<file path="src/rtl/sample_packer.sv">
// sample_packer: packs samples from one selected source LSB-first into OUT_WIDTH-bit words
module sample_packer #(
  parameter int IN_WIDTH = 12,
  parameter int OUT_WIDTH = 8,
  parameter int N_SRC = 2,
  parameter int CNT_WIDTH = 16
) (
  input  logic                                      clock,
  input  logic                                      reset,
  input  logic                                      io_enable,
  input  logic [(N_SRC > 1 ? $clog2(N_SRC) : 1)-1:0] io_mode,
  input  logic [N_SRC-1:0]                          io_in_valid,
  input  logic [N_SRC*IN_WIDTH-1:0]                 io_in_bits,
  input  logic                                      io_out_ready,
  output logic                                      io_out_valid,
  output logic [OUT_WIDTH-1:0]                      io_out_bits,
  output logic                                      io_busy,
  output logic [CNT_WIDTH-1:0]                      io_overflow
);
  localparam int SEL_W = N_SRC > 1 ? $clog2(N_SRC) : 1;
  localparam int ACC_W = IN_WIDTH + OUT_WIDTH;
  localparam int FW = $clog2(ACC_W + 1);
  localparam logic [FW-1:0] OW = FW'(OUT_WIDTH);
  localparam logic [FW-1:0] IW = FW'(IN_WIDTH);
  typedef enum logic [1:0] {IDLE, RUN, FLUSH} state_t;
  state_t state;
  logic [ACC_W-1:0] acc, acc_e, placed;
  logic [FW-1:0] fill, fill_e;
  logic [SEL_W-1:0] sel;
  logic [IN_WIDTH-1:0] sample;
  logic emit, strobe, fits;
  assign io_out_valid = fill >= OW;
  assign io_out_bits = acc[OUT_WIDTH-1:0];
  assign io_busy = state != IDLE;
  // post-emit view of the accumulator and the selected source; out-of-range sel shifts in zeros
  always_comb begin
    emit = io_out_valid & io_out_ready;
    acc_e = emit ? acc >> OUT_WIDTH : acc;
    fill_e = emit ? fill - OW : fill;
    strobe = 1'(io_in_valid >> sel);
    sample = IN_WIDTH'(io_in_bits >> (32'(sel) * IN_WIDTH));
    placed = ACC_W'(sample) << fill_e;
    fits = 32'(fill_e) + IN_WIDTH <= ACC_W;
  end
  // control FSM plus accumulator, fill and overflow bookkeeping
  always_ff @(posedge clock) begin
    if (reset) begin
      state <= IDLE;
      acc <= '0;
      fill <= '0;
      sel <= '0;
      io_overflow <= '0;
    end else begin
      acc <= acc_e;
      fill <= fill_e;
      case (state)
        IDLE: if (io_enable) begin
          state <= RUN;
          sel <= io_mode;
          io_overflow <= '0;
        end
        RUN: if (!io_enable) state <= FLUSH;
          else if (strobe && fits) begin
            acc <= acc_e | placed;
            fill <= fill_e + IW;
          end else if (strobe && ~&io_overflow) io_overflow <= io_overflow + CNT_WIDTH'(1);
        FLUSH: if (fill_e == '0) state <= IDLE;
          else if (fill_e < OW) fill <= OW;
        default: state <= IDLE;
      endcase
    end
  end
endmodule

</file>
<file path="config.mk">
export PLATFORM = sky130hd
export DESIGN_NAME = sample_packer
export DESIGN_NICKNAME = d
export VERILOG_FILES = /design/src/rtl/sample_packer.sv
export SDC_FILE = /design/constraint.sdc
export NUM_CORES = 1
export LEC_CHECK = 0
export CAP_MARGIN = 20
export CORE_ASPECT_RATIO = 1.75
export CORE_MARGIN = 4
export CORE_UTILIZATION = 52
export CTS_CLUSTER_SIZE = 25
export DETAILED_ROUTE_END_ITERATION = 8
export PLACE_DENSITY = 0.93
export SETUP_SLACK_MARGIN = 0.02
export SLEW_MARGIN = 20
export SYNTH_ARGS = -nofsm -noshare
export SYNTH_HDL_FRONTEND = slang
export SYNTH_SLANG_ARGS = --single-unit
</file>
<file path="constraint.sdc">
create_clock -name clock -period 3.9 [get_ports clock]
set_input_delay 0.39 -clock clock [delete_from_list [all_inputs] [get_ports clock]]
set_output_delay 0.39 -clock clock [all_outputs]
set_load 0.02 [all_outputs]
</file>
# Word-level counts from Yosys, hierarchy flattened
# Cells that the tools add are included.
# totals
inputBits	31
reg_bits	44
elab_cells	56
# classes
order_cmp	3
bitwise	2
n_addsub	4
n_mux	19
shift	3
n_mul	1
reduce_logical	11
eq_ne	8
# op_table
op	count
$mux W20	4
$mux W16	4
$pmux W16 S2	1
$mux W5	5
$shr A24 B5 Y12	1
$or A20 B20 Y20	1
$shl A12 B5 Y20	1
$add A16 B1 Y16 const B	1
$reduce_and A16 Y1	1
$ne A2 B2 Y1 const B	6
$pmux W5 S2	1
$add A5 B4 Y6 const B	1
$le A6 B5 Y1 const B	1
$mux W2	3
$pmux W2 S3	1
$add A5 B4 Y5 const B	1
$ge A5 B4 Y1 const B	1
$logic_not A5 Y1	1
$lt A5 B4 Y1 const B	1
$reduce_and A5 Y1	1
$sub A5 B4 Y5 const B	1
$reduce_bool A2 Y1	2
$mul A1 B2 Y3 const B	1
$reduce_and A3 Y1	1
8 further kinds	9

# Depth between registers and ports, before layout
# logic_depth
depth_word	9
depth_mapped	13
depth_no_buf	9

# Least setup slack after synthesis
# Ideal clock, no wire load.
# synth_path
kind	register to register
start	reg fill[3]
end	reg io_overflow[10]
path_buffers	4
path_stages_with_launch	14
setup_slack_ns	1.123
arrival_time_ns	2.705
path_cell_list	dfxtp_1 > inv_1 > ha_1 > nor2b_2 > buf_6 > xnor2_4 > inv_1 > clkbuf_1 > ha_1 > o21a_1 > buf_2 > buf_6 > nor4_1 > mux2i_1
# synth_between
elab_chain_cells	8
word_cells_on_any_way	9
cone_classes	add/sub (2); order compare (2); eq/ne (1); mux (1); bitwise (1); reduce/logical (2)
# synth_rtl
element	line	text
from (decl)	28	logic [FW-1:0] fill, fill_e;
from (signal assigned)	55	fill <= fill_e;
from (signal assigned)	65	fill <= fill_e + IW;
$ge A5 B4 Y1	32	assign io_out_valid = fill >= OW;
$and A1 B1 Y1	37	emit = io_out_valid & io_out_ready;
$mux W5 *	39	fill_e = emit ? fill - OW : fill;
$add A5 B4 Y6 *	43	fits = 32'(fill_e) + IN_WIDTH <= ACC_W;
$le A6 B5 Y1 *	43	
$logic_and A1 B1 Y1 *	63	else if (strobe && fits) begin
$ne A2 B2 Y1 (no source line) *	-	
$reduce_and A5 Y1 (no source line) *	-	
to (signal assigned)	66	end else if (strobe && ~&io_overflow) io_overflow <= io_overflow + CNT_WIDTH'(1);
to (decl)	18	output logic [CNT_WIDTH-1:0] io_overflow
# Mark *: on every way between the ends. The rest lies on a longest branch, timed or not.
# A chain may end at the register's enable or synchronous reset.

# Final worst setup path
# layout_path
start	reg fill[3]
end	reg fill[3]
# layout_between
elab_chain_cells	9
word_cells_on_any_way	15
cone_classes	add/sub (3); order compare (3); mux (6); bitwise (1); reduce/logical (2)
# layout_rtl
element	line	text
$ge A5 B4 Y1	32	
$and A1 B1 Y1	37	
$mux W5 *	39	
$add A5 B4 Y6	43	
$le A6 B5 Y1	43	
$logic_and A1 B1 Y1	63	
$mux W5	63	
$mux W5	62	RUN: if (!io_enable) state <= FLUSH;
$pmux W5 S2 *	56	case (state)
# Marks and branches as above.

==> summary.md <==
| Metric | Value |
|---|---|
| Grt ovf | 0 |
| Worst Reg-to-Reg Cells | 7 |
| Final hold vios | 0 |
| Final Max Tran Viols | 0 |
| Initial core utilization | 0.538 |
| Hpwl dp | 5540 um |
| Vias per cell | 6.28 |
| Worst setup EP type | flip-flop |
| Outcome | complete, no violations |
| Critical path launch point | fill[3] |
| Reg2reg end | fill[3] |
| Total clock buffers created by CTS | 5 |
| Post-CTS Setup Bufs | 0 |
| Worst-path fanout max | 27 |
| Synthesized netlist cell count | 339 |
| First-pass GRT wire length | 12100 um |
| Fmax | 310 MHz |
| Final setup vio count | 0 |
| EDFF count, synth | 0 |
| Wire per inst | 16.7 um |
| Core area | 0.00526 mm^2 |
| Initial antenna violation count | 0 |
| DRT iter0 DRCs | 180 |
| Fin util | 0.645 |
| Worst-skew pair later-pin latency | 0.31 ns |
| Synth Area in Simple Gates | 0.256 |
| Worst hold path type | flip-flop to flip-flop |
| Critical Path RT | 4.09 ns |
| Worst EP arrival | 3.42 ns |
| Clk sink count | 42 |
| Mapped Area | 0.00283 mm^2 |
| FP Rows | 35 |
| Hold-fix buffers, CTS | 0 |
| Syn avg cell area | 8.33 um^2 |
| Synth Area in Compound Gates | 0.186 |
| Adder-cell share of the synthesized area | 0.0310 |
| Crit path buffers/inverters | 1 |
| Hold depth | 2 |
| Seq/Total Area, Yosys | 0.298 |
| Design area | 0.00339 mm^2 |
| Area taken by multi-input logic gates | 0.00176 mm^2 |
| Die X | 63.7 um |
| CTS tree | yes |
| Share of layout cells above drive strength 1 | 0.0612 |
| Xor-xnor portion of the synthesized cell area | 0.00974 |
| Clock tree buffer depth | 2 |
| I/O pin count | 57 |
| Largest family of logic cells by synthesized area | simple AND/OR/NAND/NOR gates |
| Placed cell count | 423 |
| Largest net degree at the start of global routing | 33 |
| Cell taking the most area after synthesis | dfxtp_1 |
| Area delta synth->final | 20.0% |
| Count leader, synth | nand2_1 |
| Die Ht | 106 um |
| Commonest cells post-synth | nand2_1 (64), dfxtp_1 (42), a21oi_1 (22) |
| Area contributors post-synth | dfxtp_1 (30%), nand2_1 (8.5%), mux2i_1 (6.0%) |
| Full die area | 0.00672 mm^2 |
| Final worst path period share | 0.827 |
| Post-CTS Resized | 0 |
| Fillcell total | 431 |
| Number of nets with antenna violations after routing | 0 |
| DRC viols | 0 |
| Skew final | 0.00411 ns |
| Yosys warning count | 0 |
| PwrDens | 270 mW/mm^2 |
| Synth async-reset ratio | 0 |
| Reg clk slew, reported paths | 0.08 ns |
| Worst setup margin | 0.673 ns |
| Post-synth top area share | 0.298 |
| Crit path kind | flip-flop to flip-flop |
| Setup TNS after final layout | 0 ns |
| Relative slew margins | 0.259 |
| Register area | 841 um^2 |
| Multiplexer area fraction after synthesis | 0.140 |
| Hold_sp | acc[13] |
| Post-Syn Nets | 377 |
| Total GRT Usage | 0.224 |
| Post-place setup slack | 0.743 ns |
| Seq cells post-synth | 42 |
| Post-DP Area | 0.00330 mm^2 |
| Most used DFF post-synth | dfxtp_1 |
| Least-Margin Pin Slew | 1.11 ns |
| Slowest stage delay, CP | 0.74 ns |
| Max Cap Viol | 0 |
| Peak VDD IR | 181 uV |
| Finished Layout Cells | 431 |
| Routability cong. | 0.918 |
| Critical-path top delay cell | o21a_1 |
| Pleak | 1.13 nW |
| RSZ-0062 raised after global routing | no |
| Ant diodes | 0 |
| Worst reg2reg setup slack | 0.67 ns |
| Library cells used by synthesis | 49 |
| Crit-path leading delay family | compound AO/OA/AOI/OAI gates |
| TritonRoute pass-1 iters | 4 |
| # port buffers | 56 |
| Number of global-route vias before repair | 2718 |
| H-tree depth | 2 |
| Vias | 2706 |
| Final WL | 7180 um |
| Crit path time final | 3.23 ns |
| CP Cell Sequence | inv_1 > ha_1 > or2b_1 > a21boi_4 > o21a_1 > o211ai_1 > o311ai_0 |
| WHS Endpoint | acc[13] |
| Fin nets | 413 |
| Root buffer cell | clkbuf_8 |
| CP Launch Type | flip-flop |
| FF-to-FF Start | fill[3] |
worst reg2reg max path: stages, from the launching register on:
cell and delay [ns]:
dfxtp_1 0.56, inv_1 0.09, ha_1 0.26, or2b_1 0.51, a21boi_4 0.37, o21a_1 0.74, o211ai_1 0.25, o311ai_0 0.33
how the worst max path moves through the flow:
stage,endpoint,slack (ns),depth (start not counted)
6_report,fill[3],0.67,7
3_5_place_dp,fill[3],0.74,6
5_1_grt,fill[3],0.46,7
4_1_cts,fill[3],0.71,7
3_3_place_gp,fill[3],0.86,6
2_1_floorplan,io_overflow[10],1.12,13
through the flow:
step | hold slack (ns) | power, mW
floorplan | 0.437 | 0.572
global placement | 0.445 | 0.630
detailed placement | 0.447 | 0.635
CTS | 0.459 | 0.916
global route | 0.473 | 0.950
finish | 0.460 | 0.916
routing by layer:
layer,global-route usage,vias up,part of all wire
li1,-,1309,-
met1,0.216,1286,0.36
met2,0.432,83,0.55
met3,0.0277,28,0.038
met4,0.139,0,0.053
met5,0,-,0
final cells by class:
cell class | count | area share
sequential | 42 | 0.248
tap | 55 | 0.0203
inverter | 12 | 0.0133
multi-input combinational | 254 | 0.519
clock buffer | 6 | 0.0214
clock inverter | 2 | 0.00406
timing repair buffer | 60 | 0.174
cell families (layout without fill, tap and decap cells):
group           Yosys count  after routing
simple gates            145            145
compound gates           74             74
buf+inv                  43             80
flops                    42             42
mux                      27             27
fa+ha+maj                 7              7
xor+xnor                  1              1
placed cells by master, fill, tap and decap left out, drive strengths merged, types with 7 or more instances in the layout:
master and count:
a21oi 22, nand3 13, a31oi 15, o31ai 7, clkdlybuf4s50 56, mux4 8
dfxtp 42, mux2i 17, and3 11, nor2 14, nand2 64, ha 7
inv 12, nand2b 9
report_power, final:
group / leakage [nW] / switching, mW / internal [mW]
logic: 0.743 / 0.0984 / 0.0860
clock network: 0.0452 / 0.162 / 0.126
registers: 0.339 / 0.00664 / 0.436
total: 1.13 / 0.267 / 0.649
flip-flops by register name, summed over array words and instances (netlist names):
name / flops
state: 2
fill: 3
sel: 1
io_overflow: 16
acc: 20
(Power assumes the default switching activity.)
==> patch: new RTL, same flow settings <==
Encoding of `state_t`: now one-hot (3 bits for 3 states).
--- a/src/rtl/sample_packer.sv
+++ b/src/rtl/sample_packer.sv
@@ -24,3 +24,3 @@
   localparam logic [FW-1:0] IW = FW'(IN_WIDTH);
-  typedef enum logic [1:0] {IDLE, RUN, FLUSH} state_t;
+  typedef enum logic [2:0] {IDLE = 3'b001, RUN = 3'b010, FLUSH = 3'b100} state_t;
   state_t state;
Formal check against the unedited RTL: same outputs for any inputs over 4 cycles, from zero or initial values and one cycle with reset high; so few cycles prove little.
==> patch against the original RTL <==
Area after synthesis down 7.7%; cell area is 4.5% lower; wire length is 2.2% higher; power up 18%; largest power group unchanged; sequential cell count rose by 1; worst setup slack got worse by 230 ps; non-clock buffer count is the same.
==> patch: results (changes against the original RTL) <==
| Metric | Value |
|---|---|
| Status | complete, no violations (unchanged) |
| Final cell count without fillers | 427 (was 431) |
| Reg2Reg Depth | 11 (was 7) |
| GRT Resource Usage Total | 25.2% (was 22.4%) |
| Layout cells sized above 1 | 7.73% (was 6.12%) |
| First-pass GRT wire length | 12.0 mm (was 12.1 mm) |
| Main area contributors after synthesis | dfxtp_1 (33%), nand2_1 (9.2%), a21oi_1 (4.2%) (was dfxtp_1 (30%), nand2_1 (8.5%), mux2i_1 (6.0%)) |
| Final nets | 410 (was 413) |
| Commonest cells in the netlist | nand2_1 (64), dfxtp_1 (43), a21oi_1 (22), nor2_1 (22), o21ai_0 (19) (was nand2_1 (64), dfxtp_1 (42), a21oi_1 (22)) |
| Peak VDD IR | 0.318 mV (was 0.181 mV) |
| Via count | 2647 (was 2706) |
| Post-Route WL | 7.34 mm (was 7.18 mm) |
| Count of different cell masters after synthesis | 45 (was 49) |
| Mean Syn Cell Area | 7.83 µm² (was 8.33 µm²) |
| Iteration-0 DRC count of the detailed router | 113 (was 180) |
| Setup Skew | 11.1 ps (was 4.11 ps) |
| Crit path max fanout | 17 (was 27) |
| Pre-CTS setup slack | 517 ps (was 743 ps) |
| Synth Net Count | 368 (was 377) |
| Gpl congestion | 0.904 (was 0.918) |
| Max-slew headroom | 48.0% (was 25.9%) |
| DP HPWL | 5.49 mm (was 5.54 mm) |
| Filler cells | 403 (was 431) |
| Maximum number of pins on one net before global-route repair | 30 (was 33) |
| Worst EP arrival | 3710 ps (was 3420 ps) |
| Largest registers | acc x20, io_overflow x16 (was acc x20, io_overflow x16, fill x3) |
## patch: layout make-up
| cell class | count | area, µm² | share of cell area (%) |
|---|---|---|---|
| clock buffers | 6 | 72.6 | 2.24 |
| clock inverters | 1 | 30.0 | 0.928 |
| inverters | 6 | 22.5 | 0.696 |
| multi-input cells | 259 | 1600 | 49.3 |
| flip-flops and latches | 43 | 861 | 26.6 |
| well taps | 52 | 65.1 | 2.01 |
| repair buffers | 60 | 591 | 18.2 |
## patch: worst paths after layout
kind | startpoint | end | slack [ps]
worst min register to register | acc[13] | acc[13] | 460
worst max register to register | fill[3] | io_overflow[2] | 440
worst min-delay path | acc[13] | acc[13] | 460
worst max-delay path | fill[3] | io_overflow[2] | 440
## patch: cell families after synthesis
kind of cell	share of synthesized area (%)
xor gates and xnor gates	1.34
adders and majority gates	1.92
AOI/OAI and AO/OA	22.0
buffers and inverters	5.85
DFF	33.0
muxes	9.06
and+or+nand+nor	26.9
## patch: report_power, final
part           internal [W]  switching [W]
Combinational      0.000119       0.000167
Sequential         0.000446      0.0000108
Clock              0.000188       0.000151
Total              0.000753       0.000329
## patch: stage by stage
step           hold WS (ps)  area (µm²)
5_1_grt                 508        3240
3_3_place_gp            435        3130
6_report                462        3240
3_5_place_dp            453        3130
4_1_cts                 466        3240
2_1_floorplan           425        2610
## patch: critical path, cell delays in order (launching register included)
cell and delay, ps:
dfxtp_1 490, inv_1 130, ha_1 290, nand2b_1 250
nor2_1 210, a21o_1 430, ha_1 270, a31oi_1 60
a22oi_1 510, a22oi_1 370, a21oi_1 260, a31o_2 120
## patch: routing by layer
layer	track usage [%]	up-vias	share of wire [%]
met5	0	-	0
met4	11.4	0	3.2
met3	5.10	22	6.2
met2	47.1	97	55
met1	25.0	1247	35
li1	-	1281	-
